==> src/rtl/ps2_keyboard_rx_multi.sv <==
// PS/2 keyboard receiver: pin conditioning, framed RX FSM, E0/F0 decoder, held-key table, event FIFO.
// Optional macro PS2_PARITY_CHECK_EN enables odd-parity rejection of received bytes.
module ps2_keyboard_rx_multi #(
  parameter int N_KEYS         = 3,
  parameter int FIFO_DEPTH     = 4,
  parameter int FILTER_LEN     = 8,
  parameter int TIMEOUT_CYCLES = 100000
) (
  input  logic                  iCLK_50,
  input  logic                  reset,
  input  logic                  ps2_clk,
  input  logic                  ps2_dat,
  input  logic                  key_clr,
  input  logic                  evt_ready,
  output logic                  evt_valid,
  output logic [7:0]            evt_code,
  output logic                  evt_ext,
  output logic                  evt_break,
  output logic [N_KEYS-1:0]     key_on,
  output logic [9*N_KEYS-1:0]   key_code,
  output logic                  frame_err,
  output logic                  overflow
);
  localparam int FCW = $clog2(FILTER_LEN + 1);
  localparam int TCW = $clog2(TIMEOUT_CYCLES + 1);
  localparam int AW  = (FIFO_DEPTH > 1) ? $clog2(FIFO_DEPTH) : 1;
  localparam int CW  = AW + 1;

  typedef enum logic [1:0] {S_IDLE, S_DATA, S_PARITY, S_STOP} state_t;

  logic            r_clk_s1, r_clk_s2, r_dat_s1, r_dat_s2;
  logic            r_clk_filt;
  logic [FCW-1:0]  r_filt_cnt;
  logic            w_flip, w_fall;

  assign w_flip = (r_clk_s2 != r_clk_filt) && (r_filt_cnt == FCW'(FILTER_LEN - 1));
  assign w_fall = w_flip && r_clk_filt;

  always_ff @(posedge iCLK_50 or negedge reset) begin
    if (!reset) begin
      r_clk_s1   <= 1'b1;
      r_clk_s2   <= 1'b1;
      r_dat_s1   <= 1'b1;
      r_dat_s2   <= 1'b1;
      r_clk_filt <= 1'b1;
      r_filt_cnt <= '0;
    end else begin
      r_clk_s1 <= ps2_clk;
      r_clk_s2 <= r_clk_s1;
      r_dat_s1 <= ps2_dat;
      r_dat_s2 <= r_dat_s1;
      // Any sample agreeing with the filtered level restarts the run count
      if (r_clk_s2 == r_clk_filt) begin
        r_filt_cnt <= '0;
      end else if (w_flip) begin
        r_clk_filt <= r_clk_s2;
        r_filt_cnt <= '0;
      end else begin
        r_filt_cnt <= r_filt_cnt + 1'b1;
      end
    end
  end

  state_t          r_state;
  logic [2:0]      r_bitcnt;
  logic [7:0]      r_shift;
  logic [TCW-1:0]  r_to_cnt;
  logic            r_byte_vld;
  logic [7:0]      r_byte;
  logic            r_frame_err;
  logic            w_par_ok;
`ifdef PS2_PARITY_CHECK_EN
  logic            r_par;
  assign w_par_ok = ^{r_shift, r_par};
`else
  assign w_par_ok = 1'b1;
`endif

  always_ff @(posedge iCLK_50 or negedge reset) begin
    if (!reset) begin
      r_state     <= S_IDLE;
      r_bitcnt    <= '0;
      r_shift     <= '0;
      r_to_cnt    <= '0;
      r_byte_vld  <= 1'b0;
      r_byte      <= '0;
      r_frame_err <= 1'b0;
`ifdef PS2_PARITY_CHECK_EN
      r_par       <= 1'b0;
`endif
    end else begin
      r_byte_vld  <= 1'b0;
      r_frame_err <= 1'b0;
      if (w_fall) begin
        r_to_cnt <= '0;
        case (r_state)
          S_IDLE: begin
            if (!r_dat_s2) begin
              r_state  <= S_DATA;
              r_bitcnt <= '0;
            end
          end
          S_DATA: begin
            r_shift  <= {r_dat_s2, r_shift[7:1]};
            r_bitcnt <= r_bitcnt + 1'b1;
            if (r_bitcnt == 3'd7) r_state <= S_PARITY;
          end
          S_PARITY: begin
`ifdef PS2_PARITY_CHECK_EN
            r_par   <= r_dat_s2;
`endif
            r_state <= S_STOP;
          end
          S_STOP: begin
            r_state <= S_IDLE;
            if (!r_dat_s2 || !w_par_ok) begin
              r_frame_err <= 1'b1;
            end else begin
              r_byte_vld <= 1'b1;
              r_byte     <= r_shift;
            end
          end
          default: r_state <= S_IDLE;
        endcase
      end else if (r_state != S_IDLE) begin
        if (r_to_cnt == TCW'(TIMEOUT_CYCLES - 1)) begin
          r_state     <= S_IDLE;
          r_frame_err <= 1'b1;
          r_to_cnt    <= '0;
        end else begin
          r_to_cnt <= r_to_cnt + 1'b1;
        end
      end
    end
  end

  // Prefix flags survive frame errors; only a non-prefix byte consumes them
  logic       r_ext, r_brk, r_evt_vld, r_evt_ext, r_evt_brk;
  logic [7:0] r_evt_code;

  always_ff @(posedge iCLK_50 or negedge reset) begin
    if (!reset) begin
      r_ext      <= 1'b0;
      r_brk      <= 1'b0;
      r_evt_vld  <= 1'b0;
      r_evt_ext  <= 1'b0;
      r_evt_brk  <= 1'b0;
      r_evt_code <= '0;
    end else begin
      r_evt_vld <= 1'b0;
      if (r_byte_vld) begin
        if (r_byte == 8'hE0) begin
          r_ext <= 1'b1;
        end else if (r_byte == 8'hF0) begin
          r_brk <= 1'b1;
        end else begin
          r_evt_vld  <= 1'b1;
          r_evt_code <= r_byte;
          r_evt_ext  <= r_ext;
          r_evt_brk  <= r_brk;
          r_ext      <= 1'b0;
          r_brk      <= 1'b0;
        end
      end
    end
  end

  logic [N_KEYS-1:0] r_on;
  logic [8:0]        r_kc [N_KEYS];
  logic [8:0]        w_key;
  logic [N_KEYS-1:0] w_match, w_free, w_sel;
  logic              w_tbl_ovf;

  assign w_key  = {r_evt_ext, r_evt_code};
  assign w_free = ~r_on;
  assign w_sel  = w_free & (~w_free + 1'b1);  // lowest-index free slot, one-hot
  assign w_tbl_ovf = r_evt_vld && !r_evt_brk && !key_clr && !(|w_match) && !(|w_free);

  genvar gi;
  generate
    for (gi = 0; gi < N_KEYS; gi++) begin : g_slot
      assign w_match[gi]            = r_on[gi] && (r_kc[gi] == w_key);
      assign key_code[9*gi +: 9]    = r_kc[gi];
    end
  endgenerate
  assign key_on = r_on;

  always_ff @(posedge iCLK_50 or negedge reset) begin
    if (!reset) begin
      r_on <= '0;
      for (int i = 0; i < N_KEYS; i++) r_kc[i] <= '0;
    end else if (key_clr) begin
      r_on <= '0;
      for (int i = 0; i < N_KEYS; i++) r_kc[i] <= '0;
    end else if (r_evt_vld) begin
      for (int i = 0; i < N_KEYS; i++) begin
        if (r_evt_brk) begin
          if (w_match[i]) begin
            r_on[i] <= 1'b0;
            r_kc[i] <= '0;
          end
        end else if (!(|w_match) && w_sel[i]) begin
          r_on[i] <= 1'b1;
          r_kc[i] <= w_key;
        end
      end
    end
  end

  logic [9:0]    r_mem [FIFO_DEPTH];
  logic [AW-1:0] r_wptr, r_rptr;
  logic [CW-1:0] r_count;
  logic          r_overflow;
  logic          w_pop, w_full, w_push, w_drop;
  logic [9:0]    w_head;

  assign evt_valid = (r_count != '0);
  assign w_pop     = evt_valid && evt_ready;
  assign w_full    = (r_count == CW'(FIFO_DEPTH));
  assign w_push    = r_evt_vld && (!w_full || w_pop);
  assign w_drop    = r_evt_vld && w_full && !w_pop;
  assign w_head    = evt_valid ? r_mem[r_rptr] : 10'd0;
  assign evt_ext   = w_head[9];
  assign evt_break = w_head[8];
  assign evt_code  = w_head[7:0];

  always_ff @(posedge iCLK_50) begin
    if (w_push) r_mem[r_wptr] <= {r_evt_ext, r_evt_brk, r_evt_code};
  end

  always_ff @(posedge iCLK_50 or negedge reset) begin
    if (!reset) begin
      r_wptr      <= '0;
      r_rptr      <= '0;
      r_count     <= '0;
      r_overflow  <= 1'b0;
    end else begin
      if (w_push) r_wptr <= AW'((int'(r_wptr) + 1) % FIFO_DEPTH);
      if (w_pop)  r_rptr <= AW'((int'(r_rptr) + 1) % FIFO_DEPTH);
      if (w_push && !w_pop)      r_count <= r_count + 1'b1;
      else if (!w_push && w_pop) r_count <= r_count - 1'b1;
      r_overflow <= w_tbl_ovf || w_drop;
    end
  end

  assign frame_err = r_frame_err;
  assign overflow  = r_overflow;

endmodule

==> config.mk <==
export PLATFORM = sky130hd
export DESIGN_NAME = ps2_keyboard_rx_multi
export DESIGN_NICKNAME = d
export VERILOG_FILES = /design/src/rtl/ps2_keyboard_rx_multi.sv
export SDC_FILE = /design/constraint.sdc
export NUM_CORES = 1
export LEC_CHECK = 0
export BUFFER_PORTS_ARGS = -buffer_cell sky130_fd_sc_hd__buf_4
export CAP_MARGIN = 20
export CORE_AREA = 10 10 130 132
export DETAILED_ROUTE_END_ITERATION = 16
export DIE_AREA = 0 0 140 142
export HOLD_SLACK_MARGIN = 0.08
export MAX_ROUTING_LAYER = met4
export PLACE_DENSITY = 0.67
export SKIP_LAST_GASP = 1
export SLEW_MARGIN = 15
export SYNTH_ARGS = -nofsm -noshare
export SYNTH_HDL_FRONTEND = slang
export SYNTH_SLANG_ARGS = --single-unit
==> constraint.sdc <==
create_clock -name iCLK_50 -period 2.74 [get_ports iCLK_50]
set_clock_uncertainty 0.1 [all_clocks]
set_input_delay 0.548 -clock iCLK_50 [delete_from_list [all_inputs] [get_ports iCLK_50]]
set_output_delay 0.548 -clock iCLK_50 [all_outputs]
set_load 0.02 [all_outputs]
==> results.sh <==
export IMPL_drt_first_pass_iters=5
export IMPL_cts_resized=0
export IMPL_grt_pass1_wl_um=21860
export IMPL_clk_pin_slew_ns=0.05
export IMPL_yosysSeqAreaShare_pct=58.90
export IMPL_overflow=0
export IMPL_synth_cells=508
export IMPL_yosysWarnings=0
export IMPL_root_buffer="clkbuf_16"
export IMPL_boundaryPins=49
export IMPL_regToRegSetupSlack_ns=0.37
export IMPL_cp_required_ns=2.09
export IMPL_die_w_um=140
export IMPL_endpoint_kind="output port"
export IMPL_startpoint_type="flop"
export IMPL_dp_final_hpwl_um=9614
export IMPL_finalPower_mw=5.175
export IMPL_cp_common_cell="buf_4"
export IMPL_worst_path_max_fanout=12
export IMPL_design_area_um2=7442
export IMPL_area_growth_pct=18.16
export IMPL_cts_tree="yes"
export IMPL_cts_buffer_depth=2
export IMPL_slew_headroom_pct=42.86
export IMPL_num_vias=4138
export IMPL_fillers=1263
export IMPL_worst_slew_pin_transition_ns=0.8501
export IMPL_hold_viol_final=0
export IMPL_cpPeakStageDelay_ns=0.57
export IMPL_worst_ep_arrival_time_ns=1.89
export IMPL_syn_num_nets=528
export IMPL_wl_per_cell_um=17.35
export IMPL_rsz0062_at_grt="no"
export IMPL_synth_ff_latch_count=140
export IMPL_gp_congestion=0.8918
export IMPL_antenna_left=0
export IMPL_fin_nets=587
export IMPL_irDropWorstVdd_mv=0.4541
export IMPL_synth_area_top_cells="dfrtp_1 (38%), edfxtp_1 (19%), nand2_1 (4.8%)"
export IMPL_syn_area_um2=6299
export IMPL_wl_um=13260
export IMPL_remaining_drc_errors=0
export IMPL_cts_sinks=140
export IMPL_initialDrtViolationCount=290
export IMPL_yosysUniqueCellTypes=52
export IMPL_yosysMostFrequentCell="dfrtp_1"
export IMPL_async_reset_ff_share_pct=71.43
export IMPL_power_density_nw_per_um2=695.4
export IMPL_avgSynthCellArea_um2=12.40
export IMPL_final_core_util_pct=51.99
export IMPL_die_h_um=142
export IMPL_die_area_um2=19880
export IMPL_fin_crit_ns=2.541
export IMPL_yosys_area_top_type="dfrtp_1"
export IMPL_slowest_stage="mux4_2"
export IMPL_r2r_cells=6
export IMPL_hold_buffers=0
export IMPL_layout_drive_gt1_share_pct=22.76
export IMPL_max_freq_ghz=0.3936
export IMPL_numPortBuffers=48
export IMPL_synth_edf_count=40
export IMPL_initial_core_util_pct=44.00
export IMPL_setup_viol=0
export IMPL_insertion_delay_ns=0.43
export IMPL_finalCritPeriodShare_pct=92.73
export IMPL_antenna_found_initial=0
export IMPL_path_cells="buf_4, mux4_2, and2_1, buf_4"
export IMPL_status="finished clean"
export IMPL_fin_setup_tns_ns=0
export IMPL_critPathLaunch="r_rptr[0]$_DFFE_PN0N_"
export IMPL_reg2reg_to="key_code[5]$_DFFE_PN0P_"
export IMPL_yosys_most_used_dff="dfrtp_1"
export IMPL_cts_inserted_buffers=17
export IMPL_fp_row_count=44
export IMPL_antennaDiodeCount=0
export IMPL_grt_max_degree=53
export IMPL_grt_pass1_vias=4228
export IMPL_hold_class="input pin to async pin"
export IMPL_synth_top_area_share_pct=37.74
export IMPL_grtUsageTotal_pct=14.03
export IMPL_core_area_um2=14310
export IMPL_cts_htree_levels=4
export IMPL_placed_cell_area_um2=6898
export IMPL_post_cts_buffers=0
export IMPL_rr_startpoint="r_evt_code[3]$_DFFE_PN0P_"
export IMPL_path_class="flop to output port"
export IMPL_leakage_nw=3.431
export IMPL_drv_slew=0
export IMPL_netlist_top_cells_count="dfrtp_1 (95), nand2_1 (80), edfxtp_1 (40)"
export IMPL_via_per_inst=5.416
export IMPL_cap_violations=0
-- worst max path at each step --
stage	endpoint	slack (ns)
final	evt_code[3]	0.20
after floorplan	evt_break	0.42
after global placement	r_count[1]$_DFFE_PN0P_	0.46
after detailed placement	r_count[1]$_DFFE_PN0P_	0.38
after CTS	evt_code[3]	0.17
after global routing	evt_ext	0.09
-- sequential cells by signal, indices dropped and copies added, names as in the netlist, 2 cells and up --
register and cells:
r_shift 8, key_code 27, r_filt_cnt 4, r_count 3
key_on 3, r_state 2, r_mem 40, r_wptr 2
r_byte 8, r_rptr 2, r_evt_code 8, r_to_cnt 17
r_bitcnt 3
-- report_power, final --
part / leakage (nW) / switching (mW) / total, mW / internal [mW]
Combinational: 1.38 / 0.383 / 0.770 / 0.387
Clock: 0.266 / 0.837 / 2.10 / 1.26
Sequential: 1.78 / 0.0918 / 2.31 / 2.22
Total: 3.43 / 1.31 / 5.18 / 3.86
-- per-layer routing --
metal / track usage, % / share of wire, % / vias up
li1: - / - / 1911
met1: 17.50 / 44 / 2121
met2: 21.88 / 50 / 93
met3: 3.772 / 4.6 / 13
met4: 4.457 / 0.91 / 0
met5: - / 0 / -
-- worst max-delay path, delay by kind of cell (launching register included) --
family                 cells  cell delay, ns
flip-flops                 1            0.32
AND/OR/NAND/NOR            1            0.18
multiplexers               1            0.57
buffers and inverters      2            0.39
-- through the flow --
step | hold WS (ns) | worst slack [ns] | std cells
CTS | 0.08063 | 0.1669 | 764
global route | 0.1108 | 0.09362 | 764
finish | 0.06012 | 0.1992 | 764
floorplan | 0.1524 | 0.4238 | 508
global placement | 0.2452 | 0.4630 | 732
detailed placement | 0.2470 | 0.3798 | 732
-- area by class of cell --
type                            instances  area, µm²  area share (%)
Timing Repair Buffer                   65      500.5           6.725
Clock inverter                         12      97.59           1.311
Clock buffer                           20      446.7           6.002
Tap cell                              184      230.2           3.093
Multi-Input combinational cell        332       2416           32.46
Inverter                               11      41.29          0.5548
Sequential cell                       140       3710           49.85
-- logic make-up (layout without fill, tap and decap cells) --
logic type	count (synthesis)	count (layout)	synth area share, %
simple gates	181	181	14.24
xor+xnor	46	46	6.397
fa+ha+maj	14	14	2.900
flops	140	140	58.90
buf+inv	36	108	2.841
compound gates	45	45	5.066
mux	46	46	9.654
-- cells in the final DEF, fill, tap and decap left out, types with 4 or more instances in the layout --
cell | netlist | routed
dfrtp_1 | 95 | 95
nand2_1 | 80 | 80
buf_4 | 9 | 64
edfxtp_1 | 40 | 40
xnor2_1 | 25 | 25
nor2_1 | 23 | 23
xor2_1 | 21 | 21
mux2i_1 | 18 | 18
mux2_2 | 18 | 18
clkbuf_16 | 0 | 17
and2_1 | 16 | 16
nand4_1 | 13 | 13
a22o_1 | 13 | 13
ha_1 | 13 | 13
mux4_2 | 10 | 10
inv_1 | 10 | 10
nor3_1 | 8 | 8
o21ai_0 | 8 | 8
and3_1 | 7 | 7
nand3_1 | 7 | 7
a31oi_1 | 6 | 6
clkinv_2 | 0 | 6
a21oi_1 | 5 | 5
dfstp_2 | 5 | 5
nand2b_1 | 4 | 4
Note: power is estimated with default switching activity, not from simulation.
